<file path="src/rtl/pipelined_addsub_if.sv">
// Handshake bundle for the pipelined add/subtract unit.
//
// Upstream side   : in_valid / in_ready / in_a / in_b / in_sub
// Downstream side : out_valid / out_ready / out_sum / out_carry / out_ovf / out_zero / out_neg
//
// Modports
//   master : the agent that feeds operands and consumes results
//   slave  : the add/subtract unit itself
interface pipelined_addsub_if #(
    parameter int WIDTH = 32
);
    logic             in_valid;
    logic             in_ready;
    logic [WIDTH-1:0] in_a;
    logic [WIDTH-1:0] in_b;
    logic             in_sub;

    logic             out_valid;
    logic             out_ready;
    logic [WIDTH-1:0] out_sum;
    logic             out_carry;
    logic             out_ovf;
    logic             out_zero;
    logic             out_neg;

    modport master (
        output in_valid, in_a, in_b, in_sub, out_ready,
        input  in_ready, out_valid, out_sum, out_carry, out_ovf, out_zero, out_neg
    );

    modport slave (
        input  in_valid, in_a, in_b, in_sub, out_ready,
        output in_ready, out_valid, out_sum, out_carry, out_ovf, out_zero, out_neg
    );
endinterface

</file>
<file path="src/rtl/pipelined_addsub.sv">
// Pipelined integer add/subtract unit.
//
// The WIDTH-bit carry chain is cut into STAGES chunks of CHUNK = WIDTH/STAGES bits.
// Stage k adds chunk k of A and B' (B' = ~B for subtract) using the carry registered
// by stage k-1, then registers its own carry out. Operand chunks not yet consumed
// ride along in a shrinking register so they reach their stage together with the
// carry; finished sum chunks accumulate in a growing register so the full result
// leaves the last stage aligned. Latency is STAGES cycles, throughput one beat per
// cycle. The whole pipeline moves only when the output slot is empty or being taken.
//
// Ports
//   clk  : clock, rising edge
//   rst  : synchronous active-high reset, clears every stage valid bit
//   s    : pipelined_addsub_if.slave
//          in_valid/in_ready/in_a/in_b/in_sub  operand beat (in_sub=1 -> A-B)
//          out_valid/out_ready                 result handshake
//          out_sum                             result mod 2^WIDTH
//          out_carry                           carry out of MSB (sub: 1 = no borrow)
//          out_ovf                             signed overflow
//          out_zero / out_neg                  out_sum == 0 / out_sum[WIDTH-1]
//          all result fields read 0 while out_valid = 0
module pipelined_addsub #(
    parameter int WIDTH  = 32,
    parameter int STAGES = 4
) (
    input  logic              clk,
    input  logic              rst,
    pipelined_addsub_if.slave s
);

    localparam int CHUNK_REM = (STAGES < 1) ? 1 : (WIDTH % STAGES);
    localparam int CHUNK     = (STAGES < 1) ? WIDTH : (WIDTH / STAGES);

    if ((STAGES < 1) || (STAGES > WIDTH) || (CHUNK_REM != 0)) begin : g_param_check
        $error("pipelined_addsub: WIDTH (%0d) must be a multiple of STAGES (%0d), 1 <= STAGES <= WIDTH",
               WIDTH, STAGES);
    end

    // Advance: the last slot is free or is being drained this cycle. Every register
    // in the pipe shares this enable, so bubbles are kept and order is preserved.
    logic adv;
    logic out_vld;

    assign adv        = ~out_vld | s.out_ready;
    assign s.in_ready = adv;

    for (genvar k = 0; k < STAGES; k++) begin : g_stage
        // Operand bits still owed to stages k..STAGES-1
        localparam int IW = WIDTH - k * CHUNK;

        logic [IW-1:0]          a_in;
        logic [IW-1:0]          b_in;
        logic                   cin;
        logic                   vld_in;
        logic [CHUNK:0]         chunk_res;
        logic [(k+1)*CHUNK-1:0] sum_nx;

        logic                   vld_p;
        logic                   cy_p;
        logic [(k+1)*CHUNK-1:0] sum_p;

        if (k == 0) begin : g_src
            assign a_in   = s.in_a;
            assign b_in   = s.in_sub ? ~s.in_b : s.in_b;
            assign cin    = s.in_sub;
            assign vld_in = s.in_valid;
            assign sum_nx = chunk_res[CHUNK-1:0];
        end else begin : g_src
            assign a_in   = g_stage[k-1].g_fwd.a_p;
            assign b_in   = g_stage[k-1].g_fwd.b_p;
            assign cin    = g_stage[k-1].cy_p;
            assign vld_in = g_stage[k-1].vld_p;
            // New chunk goes on top of the already finished lower chunks
            assign sum_nx = {chunk_res[CHUNK-1:0], g_stage[k-1].sum_p};
        end

        // The chunk this stage owns always sits at the bottom of its operand slice
        assign chunk_res = {1'b0, a_in[CHUNK-1:0]} + {1'b0, b_in[CHUNK-1:0]}
                         + {{CHUNK{1'b0}}, cin};

        // ---- stage k register boundary ----
        always_ff @(posedge clk) begin
            if (rst) begin
                vld_p <= 1'b0;
            end else if (adv) begin
                vld_p <= vld_in;
            end
        end

        always_ff @(posedge clk) begin
            if (adv) begin
                cy_p  <= chunk_res[CHUNK];
                sum_p <= sum_nx;
            end
        end

        // Upper operand chunks are skewed forward to meet their carry one stage later
        if (k < STAGES - 1) begin : g_fwd
            logic [IW-CHUNK-1:0] a_p;
            logic [IW-CHUNK-1:0] b_p;

            always_ff @(posedge clk) begin
                if (adv) begin
                    a_p <= a_in[IW-1:CHUNK];
                    b_p <= b_in[IW-1:CHUNK];
                end
            end
        end
    end

    // Flags come from the last stage's combinational result, which is the full
    // aligned sum. The carry into the MSB is recovered inside the top chunk from
    // its MSB operand bits and MSB sum bit.
    logic msb_cin;
    logic ovf_nx;
    logic zero_nx;
    logic neg_nx;
    logic ovf_p;
    logic zero_p;
    logic neg_p;

    assign msb_cin = g_stage[STAGES-1].a_in[CHUNK-1]
                   ^ g_stage[STAGES-1].b_in[CHUNK-1]
                   ^ g_stage[STAGES-1].chunk_res[CHUNK-1];
    assign ovf_nx  = msb_cin ^ g_stage[STAGES-1].chunk_res[CHUNK];
    assign zero_nx = (g_stage[STAGES-1].sum_nx == '0);
    assign neg_nx  = g_stage[STAGES-1].sum_nx[WIDTH-1];

    // ---- flag register, aligned with the last stage ----
    always_ff @(posedge clk) begin
        if (adv) begin
            ovf_p  <= ovf_nx;
            zero_p <= zero_nx;
            neg_p  <= neg_nx;
        end
    end

    // Result fields are forced to zero whenever no valid beat is presented, so the
    // data registers themselves need no reset.
    assign out_vld     = g_stage[STAGES-1].vld_p;
    assign s.out_valid = out_vld;
    assign s.out_sum   = out_vld ? g_stage[STAGES-1].sum_p : '0;
    assign s.out_carry = out_vld & g_stage[STAGES-1].cy_p;
    assign s.out_ovf   = out_vld & ovf_p;
    assign s.out_zero  = out_vld & zero_p;
    assign s.out_neg   = out_vld & neg_p;

endmodule

</file>
<file path="src/flat_wrapper.sv">
// flat-port wrapper written by rule: the top's interface ports become plain ports
module pipelined_addsub_flat 
#(
    parameter int WIDTH  = 32,
    parameter int STAGES = 4
)
  (clk, rst, s_in_valid, s_in_a, s_in_b, s_in_sub, s_out_ready, s_in_ready, s_out_valid, s_out_sum, s_out_carry, s_out_ovf, s_out_zero, s_out_neg);
  pipelined_addsub_if #(.WIDTH(WIDTH)) s_i ();
  input  logic clk;
  input  logic rst;
  input wire logic [$bits(s_i.in_valid)-1:0] s_in_valid;
  input wire logic [$bits(s_i.in_a)-1:0] s_in_a;
  input wire logic [$bits(s_i.in_b)-1:0] s_in_b;
  input wire logic [$bits(s_i.in_sub)-1:0] s_in_sub;
  input wire logic [$bits(s_i.out_ready)-1:0] s_out_ready;
  output wire logic [$bits(s_i.in_ready)-1:0] s_in_ready;
  output wire logic [$bits(s_i.out_valid)-1:0] s_out_valid;
  output wire logic [$bits(s_i.out_sum)-1:0] s_out_sum;
  output wire logic [$bits(s_i.out_carry)-1:0] s_out_carry;
  output wire logic [$bits(s_i.out_ovf)-1:0] s_out_ovf;
  output wire logic [$bits(s_i.out_zero)-1:0] s_out_zero;
  output wire logic [$bits(s_i.out_neg)-1:0] s_out_neg;
  assign s_i.in_valid = s_in_valid;
  assign s_i.in_a = s_in_a;
  assign s_i.in_b = s_in_b;
  assign s_i.in_sub = s_in_sub;
  assign s_i.out_ready = s_out_ready;
  assign s_in_ready = s_i.in_ready;
  assign s_out_valid = s_i.out_valid;
  assign s_out_sum = s_i.out_sum;
  assign s_out_carry = s_i.out_carry;
  assign s_out_ovf = s_i.out_ovf;
  assign s_out_zero = s_i.out_zero;
  assign s_out_neg = s_i.out_neg;
  pipelined_addsub #(.WIDTH(WIDTH), .STAGES(STAGES)) u_core (.clk(clk), .rst(rst), .s(s_i));
endmodule
</file>
<file path="config.mk">
export PLATFORM = sky130hd
export DESIGN_NAME = pipelined_addsub_flat
export DESIGN_NICKNAME = d
export VERILOG_FILES = /design/src/rtl/pipelined_addsub_if.sv /design/src/rtl/pipelined_addsub.sv /design/src/flat_wrapper.sv
export SDC_FILE = /design/constraint.sdc
export NUM_CORES = 1
export LEC_CHECK = 0
export ABC_AREA = 1
export BUFFER_PORTS_ARGS = -buffer_cell sky130_fd_sc_hd__clkbuf_2
export CORE_UTILIZATION = 47
export DETAILED_ROUTE_END_ITERATION = 7
export PLACE_DENSITY_LB_ADDON = 0.15
export SKIP_LAST_GASP = 1
export SLEW_MARGIN = 10
export SYNTH_ARGS = -nofsm -noshare
export SYNTH_HDL_FRONTEND = slang
export SYNTH_SLANG_ARGS = --single-unit
</file>
<file path="constraint.sdc">
create_clock -name clk -period 21.9 [get_ports clk]
set_input_delay 5.475 -clock clk [delete_from_list [all_inputs] [get_ports clk]]
set_output_delay 5.475 -clock clk [all_outputs]
set_load 0.01 [all_outputs]
</file>
After elaboration in Yosys (flattened, before gate mapping)
Index checks and enable logic that the tools add are counted.
W data, S select, Z words.
{"block": "totals", "elab_cells": 42, "reg_bits": 187, "out_inout_bits": 38}
{"block": "classes", "reduce_logical": 1, "addsub": 8, "muxes": 2, "bitwise_logic": 10}
{"cell": "$mux W32", "n": 2}
{"cell": "$add A8 B8 Y9", "n": 4}
{"cell": "$add A9 B1 Y9", "n": 4}
{"cell": "$logic_not A32 Y1", "n": 1}
{"cell": "$not A32 Y32", "n": 1}
{"cell": "$and A1 B1 Y1", "n": 4}
{"cell": "$xor A1 B1 Y1", "n": 3}
{"cell": "$not A1 Y1", "n": 1}
{"cell": "$or A1 B1 Y1", "n": 1}

Depth between registers and ports, before layout
{"block": "logic_depth", "ltp_word": 4, "depth_mapped": 12, "ltp_nobuf": 12}

Least setup slack after synthesis
No wires, ideal clock.
{"block": "synth_path", "kind": "input-to-output", "start": "in s_out_ready", "end": "out s_in_ready", "path_slack_ps": 7253, "stages": 2, "arrival_time_ps": 9172, "required_ps": 16425, "cell_sequence": "nor2_1 inv_1"}
{"block": "synth_via", "elab_chain_len": 1}
{"item": "from (decl)", "line": "flat_wrapper.sv:15", "rtl": "input wire logic [$bits(s_i.out_ready)-1:0] s_out_ready;"}
{"item": "$or A1 B1 Y1", "line": "pipelined_addsub.sv:44", "rtl": "assign adv = ~out_vld | s.out_ready;"}
{"item": "to (decl)", "line": "flat_wrapper.sv:16", "rtl": "output wire logic [$bits(s_i.in_ready)-1:0] s_in_ready;"}
Every way passes these cells.

Worst setup path after layout
Same ends and word-level chain as after synthesis.

==> results.md <==
- Status: complete, no violations
- Ant diodes: 0
- Die height: 130 um
- Number of flops mapped to enable cells by yosys: 182
- Port bufs: 106
- Synthesized net count: 663
- Nets: 783
- Endpoints failing hold: 0
- Syn-to-layout area delta: 17.4%
- Die area: 0.0168 mm2
- CTS sink cnt: 186
- Ports: 107
- Dpl ws: 9.90 ns
- Row Count: 46
- Initial DRC count: 223
- GP Congestion: 0.812
- Layout cells sized above 1: 20.3%
- Final Util: 56.7%
- Synth Warn #: 0
- Antenna Violating Nets Remaining: 0
- Min-delay worst type: reg -> reg
- Clock power frac: 32.5%
- Initial Utilization: 48.3%
- Most used cell along the critical path: clkbuf_2
- Crit Path Max Fanout: 59
- Hold Worst Slack: 0.417 ns
- Synth cell types: 23
- Sequential Power Share: 57.2%
- Core footprint: 0.0159 mm2
- Residual DRC count: 0
- Worst setup margin: 9.90 ns
- Switch Pwr: 0.000191 W
- Tot GR Track Use: 14.6%
- Vias in the first global route: 3994
- Combinational Power Share: 10.3%
- Slowest CP cell: nor2_1
- Post-layout min period: 12.00 ns
- Final Cycle Share: 54.8%
- Synthesized instance count: 559
- Power Density: 96.1 mW/mm2
- Number of synthesized register bits: 186
- Slew HR: 39.8%
- Leak: 4.09 nW
- Clock-pin transition on the worst setup and hold timing paths: 0.06 ns
- Drt wl/cell: 12.7 um
- RSZ-0062 raised after global routing: false
- Maximum VDD drop: 0.0000608 V
- Cell Int Power: 0.000675 W
- Final Setup Violations: 0
- Commonest non-fill, non-tap cell in the layout: edfxtp_1
- Critical Path, Cell by Cell: clkbuf_2 -> nor2_1 -> inv_6 -> clkbuf_2
- Largest net degree at the start of global routing: 76
- Ys flop type: edfxtp_1
- Setup TNS: 0 ns
- Mapped Area: 0.00767 mm2
- Vias per inst: 4.64
- WL final: 11.5 mm
- Crit Path Class: in -> out
- Worst EP required: 16.43 ns
- Slew Viols, Final: 0
- Sequential fraction of the synthesis area: 72.3%
- CTS tree: done
- Fmax achieved: 0.0834 GHz
- Max-cap violations: 0
- Initial antenna violation count: 0
- CP Launch Type: input pin
- Post-Syn Area per Cell: 13.7 um2
- FF-to-FF Start: u_core.g_stage[2].g_fwd.b_p[0]
- Vias: 4212
- Total CTS buffers: 17
- HP Start: u_core.g_stage[1].g_fwd.b_p[14]
- Worst path max stage delay: 0.40 ns
- CTS H-tree depth: 4
- Placed Cells: 876
- Worst-Margin Slew: 0.903 ns
- Asr flop ratio synth: 0%
- Longest Clk Path Bufs: 2
- First-pass GRT wire length: 18.0 mm
- Layout Cells excl Fill: 907
- Die width: 130 um
- Post-cts resize count: 0
- Critical path arrival: 6.52 ns
- Setup crit end kind: primary output
- Root buffer cell: clkbuf_16
- Crit. Startpoint: s_out_ready
- Post-DP HPWL: 8.03 mm
- Sw frac: 22.0%
- Latest clock arrival within the worst-skew pair: 0.42 ns
- Gr ovfl total: 0
- Iteration count of the initial detailed-routing pass: 4
- Setup bufs post-CTS: 0
- Hold Buf Count CTS: 0
- Most frequent cells in the layout: 182 x edfxtp_1, 114 x nand2_1, 106 x clkbuf_2
- Worst clock skew: 0.00609 ns
stage by stage:
stage	instance area, um2	total power [W]
after floorplan	7670	0.000561
after global placement	8460	0.000584
after detailed placement	8460	0.000593
after CTS	9000	0.000874
after global routing	9000	0.000909
final	9000	0.000866
worst max-delay path, delay by kind of cell:
| family | cells | cell delay [ns] |
|---|---|---|
| AND/OR/NAND/NOR | 1 | 0.40 |
| buffers and inverters | 3 | 0.60 |
flip-flops by register name (all words and copies together) (netlist names):
register                  count
u_core.s.out_valid            1
u_core.g_stage.g_fwd.b_p     48
u_core.zero_p                 1
u_core.g_stage.vld_p          3
u_core.g_stage.sum_p         79
u_core.g_stage.g_fwd.a_p     48
u_core.neg_p                  1
u_core.g_stage.cy_p           4
u_core.ovf_p                  1
final timing paths:
path	cells after the start	slack, ns	end
worst max-delay path	4	9.90	s_in_ready
worst min-delay path	0	0.42	u_core.g_stage[2].g_fwd.b_p[6]
worst min register to register	0	0.42	u_core.g_stage[2].g_fwd.b_p[6]
worst max register to register	12	19.61	u_core.zero_p
layer usage:
| metal | share of wire (%) | vias up | global-route usage, % |
|---|---|---|---|
| li1 | - | 2141 | - |
| met2 | 52 | 100 | 25.5 |
| met4 | 2.3 | 0 | 7.32 |
| met5 | 0 | - | 0 |
| met3 | 4.3 | 21 | 5.17 |
| met1 | 42 | 1950 | 15.6 |
final cells by class:
cell class | count | area [um2]
clock inverters | 12 | 108
fillers | 1312 | 6880
multi-input cells | 289 | 1800
clock buffers | 19 | 433
repair buffers | 110 | 561
well taps | 216 | 270
inverters | 75 | 287
flip-flops and latches | 186 | 5550
synthesized netlist by cell type (3+ instances only):
cell type | n | share of area, %
o211ai_1 | 4 | 0.39
a21oi_1 | 25 | 1.6
nand2_1 | 114 | 5.6
inv_1 | 73 | 3.6
xor2_1 | 47 | 5.4
nand4_1 | 8 | 0.65
fa_1 | 7 | 1.8
edfxtp_1 | 182 | 71
ha_1 | 28 | 4.6
nor2_1 | 29 | 1.4
dfxtp_1 | 4 | 1.0
buf_2 | 5 | 0.33
clkbuf_1 | 3 | 0.15
nand3_1 | 18 | 1.2
power groups by stage:
stage,Sequential [W],Combinational (W),Clock [W]
3_5_place_dp,0.000503,0.0000896,0
6_report,0.000495,0.0000895,0.000281
5_1_grt,0.000502,0.000103,0.000304
4_1_cts,0.000496,0.0000900,0.000288
3_3_place_gp,0.000499,0.0000856,0
2_1_floorplan,0.000496,0.0000650,0
logic make-up after synthesis:
kind of cell	count (synthesis)	synth area share (%)
simple gates	173	9.15
xor+xnor	49	5.59
flops	186	72.3
fa+ha+maj	35	6.39
buf+inv	84	4.24
compound gates	32	2.35
(Power assumes the default switching activity.)
